File: src/rtl/store_commit_buffer_if.sv
// Commit-time store port, memory write handshake and load-check lookup of the
// store commit buffer. The buffer is the slave; the ROB/memory side is the master.
interface store_commit_buffer_if;
  // ROB commit port: a cacheWriteEnable pulse is taken on an edge only while cacheWriteDone is high.
  logic        cacheWriteEnable;
  logic [31:0] cacheWriteAddr;
  logic [31:0] cacheWriteData;
  logic [1:0]  cacheWriteSize;
  logic        cacheWriteDone;

  // Memory write: memWriteEnable and the payload stay stable until an edge with memWriteAck=1.
  logic        memWriteEnable;
  logic [31:0] memWriteAddr;
  logic [31:0] memWriteData;
  logic [3:0]  memWriteMask;
  logic        memWriteAck;

  logic [31:0] loadCheckAddr;
  logic        loadConflict;

  modport master (
    output cacheWriteEnable, cacheWriteAddr, cacheWriteData, cacheWriteSize,
    input  cacheWriteDone,
    input  memWriteEnable, memWriteAddr, memWriteData, memWriteMask,
    output memWriteAck,
    output loadCheckAddr,
    input  loadConflict
  );

  modport slave (
    input  cacheWriteEnable, cacheWriteAddr, cacheWriteData, cacheWriteSize,
    output cacheWriteDone,
    output memWriteEnable, memWriteAddr, memWriteData, memWriteMask,
    input  memWriteAck,
    input  loadCheckAddr,
    output loadConflict
  );
endinterface

File: src/rtl/store_commit_buffer.sv
// Store commit buffer: queues committed stores in a small FIFO, drains them to
// memory one request at a time and flags loads that hit a pending store word.
module store_commit_buffer #(
    parameter int DEPTH = 4,
    parameter int PTR_W = 2
) (
    input  logic                  clk,
    input  logic                  rst,
    input  logic                  resetAll,
    store_commit_buffer_if.slave  bus,
    output logic                  bufferEmpty,
    output logic                  overflowErr,
    output logic                  state_dbg
);

    typedef enum logic {
        IDLE = 1'b0,
        REQ  = 1'b1
    } state_t;

    localparam logic [PTR_W:0] FULL_CNT = DEPTH[PTR_W:0];

    state_t           state_q, state_d;
    logic [PTR_W-1:0] head_q, tail_q;
    logic [PTR_W:0]   count_q;
    logic [DEPTH-1:0] valid_q;
    logic [31:0]      addr_mem [DEPTH];
    logic [31:0]      data_mem [DEPTH];
    logic [1:0]       size_mem [DEPTH];

    logic        push, pop, load_req, conflict;
    logic        mem_en_q;
    logic [31:0] mem_addr_q, mem_data_q;
    logic [3:0]  mem_mask_q;
    logic [3:0]  head_mask;
    logic [31:0] head_data;

    // Committed stores are architectural, so a pipeline flush must not touch them.
    logic unused_inputs;
    assign unused_inputs = ^{resetAll, bus.loadCheckAddr[1:0]};

    assign push = bus.cacheWriteEnable && (count_q < FULL_CNT);

    // Byte-lane formation for the head entry; size 3 drains like a word store.
    always_comb begin
        head_mask = 4'b1111;
        head_data = data_mem[head_q];
        case (size_mem[head_q])
            2'd0: begin
                head_mask = 4'b0001 << addr_mem[head_q][1:0];
                head_data = {4{data_mem[head_q][7:0]}};
            end
            2'd1: begin
                head_mask = 4'b0011 << {addr_mem[head_q][1], 1'b0};
                head_data = {2{data_mem[head_q][15:0]}};
            end
            default: begin
                head_mask = 4'b1111;
                head_data = data_mem[head_q];
            end
        endcase
    end

    always_comb begin
        state_d  = state_q;
        load_req = 1'b0;
        pop      = 1'b0;
        case (state_q)
            IDLE: begin
                if (count_q != '0) begin
                    load_req = 1'b1;
                    state_d  = REQ;
                end
            end
            REQ: begin
                if (bus.memWriteAck) begin
                    pop     = 1'b1;
                    state_d = IDLE;
                end
            end
            default: state_d = IDLE;
        endcase
    end

    always_ff @(posedge clk or posedge rst) begin
        if (rst) begin
            state_q <= IDLE;
        end else begin
            state_q <= state_d;
        end
    end

    always_ff @(posedge clk or posedge rst) begin
        if (rst) begin
            head_q      <= '0;
            tail_q      <= '0;
            count_q     <= '0;
            valid_q     <= '0;
            overflowErr <= 1'b0;
            for (int i = 0; i < DEPTH; i++) begin
                addr_mem[i] <= '0;
                data_mem[i] <= '0;
                size_mem[i] <= '0;
            end
        end else begin
            // Clear before set: head and tail only coincide when no push/pop pair is possible.
            if (pop) begin
                valid_q[head_q] <= 1'b0;
                head_q          <= head_q + 1'b1;
            end
            if (push) begin
                addr_mem[tail_q] <= bus.cacheWriteAddr;
                data_mem[tail_q] <= bus.cacheWriteData;
                size_mem[tail_q] <= bus.cacheWriteSize;
                valid_q[tail_q]  <= 1'b1;
                tail_q           <= tail_q + 1'b1;
            end
            case ({push, pop})
                2'b10:   count_q <= count_q + 1'b1;
                2'b01:   count_q <= count_q - 1'b1;
                default: count_q <= count_q;
            endcase
            if (bus.cacheWriteEnable && (count_q == FULL_CNT)) begin
                overflowErr <= 1'b1;
            end
        end
    end

    // Request payload is captured once on entry to REQ and held until the ack edge.
    always_ff @(posedge clk or posedge rst) begin
        if (rst) begin
            mem_en_q   <= 1'b0;
            mem_addr_q <= '0;
            mem_data_q <= '0;
            mem_mask_q <= '0;
        end else if (load_req) begin
            mem_en_q   <= 1'b1;
            mem_addr_q <= {addr_mem[head_q][31:2], 2'b00};
            mem_data_q <= head_data;
            mem_mask_q <= head_mask;
        end else if (pop) begin
            mem_en_q <= 1'b0;
        end
    end

    always_comb begin
        conflict = 1'b0;
        for (int i = 0; i < DEPTH; i++) begin
            if (valid_q[i] && (addr_mem[i][31:2] == bus.loadCheckAddr[31:2])) begin
                conflict = 1'b1;
            end
        end
    end

    assign bus.cacheWriteDone = (count_q < FULL_CNT);
    assign bus.memWriteEnable = mem_en_q;
    assign bus.memWriteAddr   = mem_addr_q;
    assign bus.memWriteData   = mem_data_q;
    assign bus.memWriteMask   = mem_mask_q;
    assign bus.loadConflict   = conflict;
    assign bufferEmpty        = (count_q == '0) && (state_q == IDLE);
    assign state_dbg          = state_q;

endmodule

File: src/flat_wrapper.sv
// flat-port wrapper written by rule: the top's interface ports become plain ports
module store_commit_buffer_flat 
#(
    parameter int DEPTH = 4,
    parameter int PTR_W = 2
)
  (clk, rst, resetAll, bufferEmpty, overflowErr, state_dbg, bus_cacheWriteEnable, bus_cacheWriteAddr, bus_cacheWriteData, bus_cacheWriteSize, bus_cacheWriteDone, bus_memWriteEnable, bus_memWriteAddr, bus_memWriteData, bus_memWriteMask, bus_memWriteAck, bus_loadCheckAddr, bus_loadConflict);
  store_commit_buffer_if bus_i ();
  input  logic clk;
  input  logic rst;
  input  logic resetAll;
  output logic bufferEmpty;
  output logic overflowErr;
  output logic state_dbg;
  input wire logic [$bits(bus_i.cacheWriteEnable)-1:0] bus_cacheWriteEnable;
  input wire logic [$bits(bus_i.cacheWriteAddr)-1:0] bus_cacheWriteAddr;
  input wire logic [$bits(bus_i.cacheWriteData)-1:0] bus_cacheWriteData;
  input wire logic [$bits(bus_i.cacheWriteSize)-1:0] bus_cacheWriteSize;
  output wire logic [$bits(bus_i.cacheWriteDone)-1:0] bus_cacheWriteDone;
  output wire logic [$bits(bus_i.memWriteEnable)-1:0] bus_memWriteEnable;
  output wire logic [$bits(bus_i.memWriteAddr)-1:0] bus_memWriteAddr;
  output wire logic [$bits(bus_i.memWriteData)-1:0] bus_memWriteData;
  output wire logic [$bits(bus_i.memWriteMask)-1:0] bus_memWriteMask;
  input wire logic [$bits(bus_i.memWriteAck)-1:0] bus_memWriteAck;
  input wire logic [$bits(bus_i.loadCheckAddr)-1:0] bus_loadCheckAddr;
  output wire logic [$bits(bus_i.loadConflict)-1:0] bus_loadConflict;
  assign bus_i.cacheWriteEnable = bus_cacheWriteEnable;
  assign bus_i.cacheWriteAddr = bus_cacheWriteAddr;
  assign bus_i.cacheWriteData = bus_cacheWriteData;
  assign bus_i.cacheWriteSize = bus_cacheWriteSize;
  assign bus_cacheWriteDone = bus_i.cacheWriteDone;
  assign bus_memWriteEnable = bus_i.memWriteEnable;
  assign bus_memWriteAddr = bus_i.memWriteAddr;
  assign bus_memWriteData = bus_i.memWriteData;
  assign bus_memWriteMask = bus_i.memWriteMask;
  assign bus_i.memWriteAck = bus_memWriteAck;
  assign bus_i.loadCheckAddr = bus_loadCheckAddr;
  assign bus_loadConflict = bus_i.loadConflict;
  store_commit_buffer #(.DEPTH(DEPTH), .PTR_W(PTR_W)) u_core (.clk(clk), .rst(rst), .resetAll(resetAll), .bus(bus_i), .bufferEmpty(bufferEmpty), .overflowErr(overflowErr), .state_dbg(state_dbg));
endmodule
File: config.mk
export PLATFORM = sky130hd
export DESIGN_NAME = store_commit_buffer_flat
export DESIGN_NICKNAME = d
export VERILOG_FILES = /design/src/rtl/store_commit_buffer_if.sv /design/src/rtl/store_commit_buffer.sv /design/src/flat_wrapper.sv
export SDC_FILE = /design/constraint.sdc
export NUM_CORES = 1
export LEC_CHECK = 0
export CORE_ASPECT_RATIO = 1.2
export CORE_MARGIN = 4
export CORE_UTILIZATION = 29
export CTS_CLUSTER_SIZE = 12
export DETAILED_ROUTE_END_ITERATION = 12
export SLEW_MARGIN = 30
export SYNTH_ARGS = -nofsm -noshare
export SYNTH_HDL_FRONTEND = slang
export SYNTH_SLANG_ARGS = --single-unit
File: constraint.sdc
create_clock -name clk -period 17.1 [get_ports clk]
set_input_delay 3.42 -clock clk [delete_from_list [all_inputs] [get_ports clk]]
set_output_delay 3.42 -clock clk [all_outputs]
set_load 0.05 [all_outputs]
==> results of run 1 <==
worst max-delay path, delay by kind of cell:
family	cells	cell delay, ns
and+or+nand+nor	4	1.16
buffers and inverters	2	1.35
xor gates and xnor gates	1	0.49
power by group:
group / leakage, nW / internal (mW) / switching (mW)
registers: 4.11 / 1.23 / 0.316
clock network: 0.648 / 0.519 / 0.344
logic: 3.38 / 0.960 / 0.994
final timing paths:
path	startpoint	end	slack (ns)	depth (start not counted)
worst max-delay path	bus_loadCheckAddr[24]	bus_loadConflict	7.26	7
worst min-delay path	u_core.overflowErr	u_core.overflowErr	0.48	1
worst max register to register	u_core.head_q[0]	u_core.bus.memWriteData[8]	13.72	5
worst min register to register	u_core.overflowErr	u_core.overflowErr	0.48	1
max in group asynchronous	rst	u_core.data_mem[122]	11.75	4
min in group asynchronous	rst	u_core.count_q[2]	3.36	2
cell type report:
type	count	area, um2
Clock inverter	11	138
Antenna cell	1	2.50
Tap cell	720	901
Inverter	11	53.8
Multi-Input combinational cell	679	7180
Sequential cell	344	8620
Fill cell	5308	35200
Clock buffer	58	1170
Timing Repair Buffer	183	1820
state kept, by name, indices dropped and copies added (netlist names):
register                   count
u_core.state_dbg               1
u_core.bus.memWriteEnable      1
u_core.tail_q                  2
u_core.head_q                  2
u_core.bus.memWriteData       32
u_core.size_mem                8
u_core.count_q                 3
u_core.addr_mem              128
u_core.data_mem              128
u_core.bus.memWriteAddr       30
u_core.overflowErr             1
u_core.valid_q                 4
u_core.bus.memWriteMask        4
Yosys cell counts:
master    count  area (um2)
mux2_2      302        3400
nor2b_1       2        12.5
inv_1        11        41.3
nor2_1       41         154
a41o_1        1        10.0
fa_1          1        20.0
clkbuf_1     24        90.1
o21bai_1      1        7.51
a21oi_1      35         175
nor4_1       17         106
dfrtp_1     344        8610
buf_1         1        3.75
buf_2        39         195
ha_1          9         113
nand4_1      25         156
and2_1        1        6.26
o21ai_0       3        15.0
conb_1        1        3.75
nor2_8        1        20.0
xor2_1       45         394
mux4_1        1        26.3
a31oi_1       3        18.8
mux4_2       65        1460
buf_6         3        33.8
nand2b_1      1        6.26
nand2_1      18        67.6
xnor2_1      80         701
buf_4        12        90.1
mux2i_1      25         250
metal layers:
layer  GRT usage [%]  routed length, um  vias up
met5               0                 34        -
met4            4.68               1220        4
met3            3.17               2250       76
met2            25.6              22300      228
met1            18.8              18400     5008
li1                -                  -     4303
cells by family (layout without fill, tap and decap cells):
kind of cell             after synthesis  count (layout)  share of synthesized area (%)
other                                  1               3                         0.0232
buffers and inverters                 90             263                           2.81
AO/OA/AOI/OAI                         43              43                           1.40
multiplexers                         393             393                           31.8
AND/OR/NAND/NOR                      106             106                           3.27
flip-flops                           344             344                           53.2
XOR/XNOR                             125             125                           6.76
adder cells (fa/ha/maj)               10              10                          0.819
metrics by stage:
step	std cells	instance area, um2	worst slack (ns)	power [mW]	hold slack, ns
2_1_floorplan	1113	16200	4.14	2.94	0.445
3_3_place_gp	1936	18500	7.31	3.50	0.457
3_5_place_dp	1937	18600	7.30	3.55	0.478
4_1_cts	2006	19900	7.29	4.44	0.497
5_1_grt	2006	19900	7.31	4.62	0.498
6_report	2007	19900	7.26	4.37	0.484
==> results_dict.tcl, run 1 <==
set metrics [dict create \
    ys_ff_latch 344 \
    crit_path_top_delay_cell "clkdlybuf4s50_1" \
    final-max-slew-violation-count 0 \
    rsz0062_at_grt "no" \
    required_ns 13.68 \
    yosysSeqAreaShare_pct 53.2 \
    routabilityCongestion 0.831 \
    grt_pass1_wl_um 67800 \
    power_density_nw_per_um2 220 \
    crit_type "in2out" \
    fmax_mhz 102 \
    ios 177 \
    dpl.hpwl_um 30000 \
    insertion_delay_ns 0.55 \
    setup_viol_count_final 0 \
    status "complete, no violations" \
    hold_violations 0 \
    period_needed_ns 9.84 \
    die_area_um2 59700 \
    port_buffers 171 \
    num_vias 9619 \
    track_usage_pct 14.9 \
    layout_commonest_cell "dfrtp_1" \
    ctsHoldBuffers 0 \
    dr.pass1.iters 4 \
    rows 94 \
    cts-resized-gates 0 \
    synth_cells 1112 \
    cts_buffers 40 \
    cts_tree "built" \
    cts_buffer_depth 3 \
    end_kind "output pin" \
    die_w_um 224 \
    nets 1372 \
    cts.reportedPaths.clkPinSlew_ns 0.06 \
    ant_nets 0 \
    netlist_area_um2 16200 \
    worst_hold_path_type "reg2reg" \
    root_buffer "clkbuf_16" \
    max_stage_delay_ns 0.83 \
    tightestPinTransition_ns 0.841 \
    ys_warn_count 0 \
    cp_common_cell "nand4_1" \
    grt_pass1_vias 10600 \
    worstPathCellList "clkdlybuf4s50_1 > xnor2_1 > nand4_1 > nor4_1 > nand4_1 > nand4_1 > clkdlybuf4s50_1" \
    routed_via_density 4.79 \
    drt_iter0_drc 440 \
    fin_tns_setup_ns 0 \
    antenna_found_initial 4 \
    core_area_um2 55000 \
    vdd_drop_max_v 0.000144 \
    crit_path_max_fanout 4 \
    avgSynthCellArea_um2 14.6 \
    finalWirelength_um 44300 \
    slew_headroom_pct 43.9 \
    p_leak_nw 8.14 \
    postCtsSetupBuffers 0 \
    final_cell_mix "342 x dfrtp_1, 302 x mux2_2, 171 x clkdlybuf4s50_1" \
    drive_gt1_share_pct 34.9 \
    finClkSkew_ns 0.0160 \
    synth.distinct_cells 29 \
    initial_core_util_pct 29.4 \
    wl_per_cell_um 22.1 \
    die_h_um 267 \
    postLayoutCoreUtil_pct 36.1 \
    overflow 0 \
    cap_violations 0 \
    worstSetupStartpointType "primary input" \
    drc 0 \
    numClockSinks 344 \
    area_growth_pct 22.8 \
    worstPathArrival_ns 6.42 \
    htree_levels 2 \
    fin_crit_sh_pct 57.6 \
    grt_max_degree 128 \
]
Power figures use the tool's default switching activity.
==> run 2, diff against run 1 <==
==> constraint.sdc (replaced) <==
create_clock -name clk -period 8.8 [get_ports clk]
set_input_delay 1.76 -clock clk [delete_from_list [all_inputs] [get_ports clk]]
set_output_delay 1.76 -clock clk [all_outputs]
set_load 0.05 [all_outputs]
==> results_dict.tcl, run 2 (synthesis gave the netlist of run 1 again) <==
set metrics [dict create \
    cts.reportedPaths.clkPinSlew_ns 0.06 \
    total_power_mw 8.60 \
    switchingPower_mw 3.25 \
    finalWirelength_um 44800 \
    track_usage_pct 15.0 \
    die_h_um 267 \
    seq_power_share_pct 34.9 \
    routed_via_density 4.81 \
    final_cell_mix "342 x dfrtp_1, 302 x mux2_2, 171 x clkdlybuf4s50_1" \
    reg2reg_depth 5 \
    power_density_nw_per_um2 430 \
    numClockSinks 344 \
    port_buffers 171 \
    rsz0062_at_grt "no" \
    vdd_drop_max_v 0.000278 \
    fmax_mhz 157 \
    dpl.hpwl_um 30000 \
    postCtsSetupBuffers 0 \
    root_buffer "clkbuf_16" \
    instances_no_fill 2013 \
    place_inst 1935 \
    routabilityCongestion 0.837 \
    cts-resized-gates 0 \
    num_vias 9684 \
    core_area_um2 55000 \
    p_leak_nw 8.19 \
    required_ns 7.04 \
    cap_violations 0 \
    final-max-slew-violation-count 0 \
    dr.pass1.iters 4 \
    worst_hold_path_type "reg2reg" \
    ctsHoldBuffers 0 \
    slew_headroom_pct 39.7 \
    layout_commonest_cell "dfrtp_1" \
    end_kind "output pin" \
    rows 94 \
    fin_tns_setup_ns 0 \
    reg2reg_slack_ns 5.64 \
    worstPathArrival_ns 4.61 \
    finClkSkew_ns 0.0226 \
    antenna_found_initial 6 \
    wl_per_cell_um 22.2 \
    hold_violations 0 \
    grt_pass1_wl_um 68200 \
    nets 1373 \
    crit_path_max_fanout 4 \
    postLayoutCoreUtil_pct 36.4 \
    cts_buffers 41 \
    worstSetupStartpointType "primary input" \
    ios 177 \
    drc 0 \
    initial_core_util_pct 29.4 \
    p_int_mw 5.35 \
    routed.top_layer "met5" \
    drt_iter0_drc 427 \
    p_sw_share_pct 37.8 \
    htree_levels 2 \
    area_growth_pct 23.6 \
    period_needed_ns 6.37 \
    drive_gt1_share_pct 35.0 \
    hold_depth 1 \
    tightestPinTransition_ns 0.904 \
    fin_crit_sh_pct 72.3 \
    wl_met2_um 22700 \
    wl_met3_um 2540 \
    insertion_delay_ns 0.57 \
    met1_length_um 18500 \
    cts_buffer_depth 3 \
    crit_type "in2out" \
    cts_tree "built" \
    overflow 0 \
    die_w_um 224 \
    ant_nets 0 \
    grt_pass1_vias 10500 \
    setup_viol_count_final 0 \
    combPwrFrac_pct 44.6 \
    grt_max_degree 182 \
    die_area_um2 59700 \
    power.clock.fraction_pct 20.4 \
    status "complete, no violations" \
]
==> run 2: changes by cell type in the layout (fill, tap and decap cells not counted), sizes merged <==
cell / previous run / this run
clkinvlp: 0 / 2
clkbuf: 58 / 61
clkinv: 8 / 4
diode: 1 / 5
bufinv: 3 / 4
==> run 2: layer usage <==
| layer | GRT usage, % | up-vias |
|---|---|---|
| met5 | 0 | - |
| met4 | 4.60 | 4 |
| met3 | 3.31 | 59 |
| met2 | 26.0 | 226 |
| met1 | 18.7 | 5075 |
| li1 | - | 4320 |
==> run 2: layout make-up <==
cell class / instances / area, um2
multi-input combinational: 679 / 7180
timing repair buffer: 183 / 1870
inverter: 11 / 45.0
sequential: 344 / 8620
tap: 720 / 901
clock buffer: 61 / 1230
antenna: 5 / 12.5
clock inverter: 10 / 156
fill: 5346 / 35000
==> run 2: power by group through the flow <==
stage,clock network [mW],registers [mW],logic (mW)
2_1_floorplan,0,3.35,2.35
5_1_grt,1.87,3.11,4.11
3_3_place_gp,0,2.98,3.84
3_5_place_dp,0,3.03,3.89
6_report,1.76,3.00,3.84
4_1_cts,1.81,3.01,3.91
==> run 2: path summary, 6_finish.rpt <==
check	to	start
setup / recovery	bus_loadConflict	bus_loadCheckAddr[24]
hold / removal	u_core.overflowErr	u_core.overflowErr
setup reg to reg	u_core.bus.memWriteData[12]	u_core.head_q[1]
hold reg to reg	u_core.overflowErr	u_core.overflowErr
max in group asynchronous	u_core.data_mem[56]	rst
min in group asynchronous	u_core.count_q[2]	rst
==> run 2: worst max-delay path, cell delays in order <==
cell and delay (ns):
clkdlybuf4s50_1 0.53, xnor2_1 0.47, nand4_1 0.16, nor4_1 0.50, nand4_1 0.16, nand4_1 0.19
clkdlybuf4s50_1 0.83
==> run 2: through the flow <==
| stage | setup slack [ns] | hold WS (ns) | instance area [um2] |
|---|---|---|---|
| after floorplan | 2.44 | 0.445 | 16200 |
| after detailed placement | 2.41 | 0.476 | 18600 |
| final | 2.43 | 0.479 | 20000 |
| after global routing | 2.41 | 0.511 | 20000 |
| after CTS | 2.40 | 0.490 | 19900 |
| after global placement | 2.42 | 0.460 | 18600 |
==> run 3, diff against run 2 <==
==> constraint.sdc (replaced) <==
create_clock -name clk -period 6.6 [get_ports clk]
set_input_delay 1.32 -clock clk [delete_from_list [all_inputs] [get_ports clk]]
set_output_delay 1.32 -clock clk [all_outputs]
set_load 0.05 [all_outputs]
==> results_dict.tcl, run 3 (synthesis gave the netlist of run 1 again) <==
set metrics [dict create \
    status "complete, no violations" \
    die_area_um2 59700 \
    numClockSinks 344 \
    multi_input_area_um2 7180 \
    antenna_found_initial 4 \
    crit_path_max_fanout 4 \
    total_power_mw 11.4 \
    drc 0 \
    cts.reportedPaths.clkPinSlew_ns 0.07 \
    overflow 0 \
    max_stage_delay_ns 0.83 \
    root_buffer "clkbuf_16" \
    filler_cell_count 5358 \
    ios 177 \
    tightestPinTransition_ns 0.915 \
    num_vias 9584 \
    worstPathCellList "clkdlybuf4s50_1 > xnor2_1 > nand4_1 > nor4_1 > nand4_1 > nand4_1 > clkdlybuf4s50_1" \
    cts_buffer_depth 3 \
    worstSetupStartpointType "primary input" \
    htree_levels 2 \
    vdd_drop_max_v 0.000398 \
    postCtsSetupBuffers 0 \
    hold_violations 0 \
    cp_top_family "buffers and inverters" \
    die_w_um 224 \
    final_cell_mix "342 x dfrtp_1, 302 x mux2_2, 171 x clkdlybuf4s50_1" \
    dr.pass1.iters 4 \
    port_buffers 171 \
    finClkSkew_ns 0.0151 \
    rows 94 \
    track_usage_pct 14.9 \
    finalWirelength_um 44600 \
    worstPathArrival_ns 4.14 \
    fin_tns_setup_ns 0 \
    insertion_delay_ns 0.55 \
    core_area_um2 55000 \
    wl_per_cell_um 22.2 \
    worst_hold_path_type "reg2reg" \
    initial_core_util_pct 29.4 \
    drive_gt1_share_pct 34.8 \
    area_growth_pct 23.1 \
    grt_pass1_vias 10700 \
    crit_type "in2out" \
    cts_buffers 40 \
    layout_commonest_cell "dfrtp_1" \
    crit_path_top_delay_cell "clkdlybuf4s50_1" \
    cap_violations 0 \
    ctsHoldBuffers 0 \
    cp_common_cell "nand4_1" \
    cts_tree "built" \
    crit_buf_inv 2 \
    nets 1371 \
    setup_viol_count_final 0 \
    end_kind "output pin" \
    die_h_um 267 \
    drt_iter0_drc 445 \
    period_needed_ns 5.46 \
    rsz0062_at_grt "no" \
    final-max-slew-violation-count 0 \
    ant_nets 0 \
    fmax_mhz 183 \
    seqCellArea_um2 8620 \
    slew_headroom_pct 39.0 \
    power_density_nw_per_um2 571 \
    grt_max_degree 183 \
    required_ns 5.28 \
    p_leak_nw 8.15 \
    cts-resized-gates 0 \
    routed_via_density 4.77 \
    fin_crit_sh_pct 82.7 \
    routabilityCongestion 0.830 \
    dpl.hpwl_um 29900 \
    grt_pass1_wl_um 68000 \
]
==> run 3: final timing paths <==
path	from	to	slack [ns]	depth (start not counted)
setup reg to reg	u_core.head_q[1]	u_core.bus.memWriteMask[0]	3.73	6
max in group asynchronous	rst	u_core.addr_mem[33]	4.20	4
hold / removal	u_core.overflowErr	u_core.overflowErr	0.48	1
setup / recovery	bus_loadCheckAddr[24]	bus_loadConflict	1.14	7
hold reg to reg	u_core.overflowErr	u_core.overflowErr	0.48	1
min in group asynchronous	rst	u_core.overflowErr	1.11	2
==> run 3: where the power goes <==
part | internal [mW] | switching (mW) | total, mW
Clock | 1.38 | 0.897 | 2.27
Sequential | 3.20 | 0.847 | 4.04
Combinational | 2.50 | 2.56 | 5.06
==> run 3: per-layer routing <==
layer  track usage (%)  up-vias  wire length, um
li1                  -     4301                -
met3              3.31       68             2320
met5                 0        -                0
met1              18.5     4999            18700
met2              25.7      216            22300
met4              4.88        0             1290
==> run 3: per-stage QoR <==
| stage | hold slack [ns] | utilization (%) | setup WS (ns) | std cells | area (um2) |
|---|---|---|---|---|---|
| after CTS | 0.491 | 36.1 | 1.09 | 2005 | 19900 |
| after detailed placement | 0.470 | 33.7 | 1.09 | 1935 | 18600 |
| final | 0.480 | 36.2 | 1.14 | 2009 | 19900 |
| after global routing | 0.512 | 36.2 | 1.03 | 2007 | 19900 |
| after floorplan | 0.445 | - | 0.678 | 1113 | 16200 |
| after global placement | 0.457 | 33.7 | 1.05 | 1934 | 18500 |
==> run 3: final cells by class <==
cell class	count	area share (%)
Multi-Input combinational cell	679	36.0
Clock buffer	59	5.84
Antenna cell	3	0.0377
Clock inverter	11	0.810
Timing Repair Buffer	182	9.33
Inverter	11	0.226
Tap cell	720	4.52
Sequential cell	344	43.2
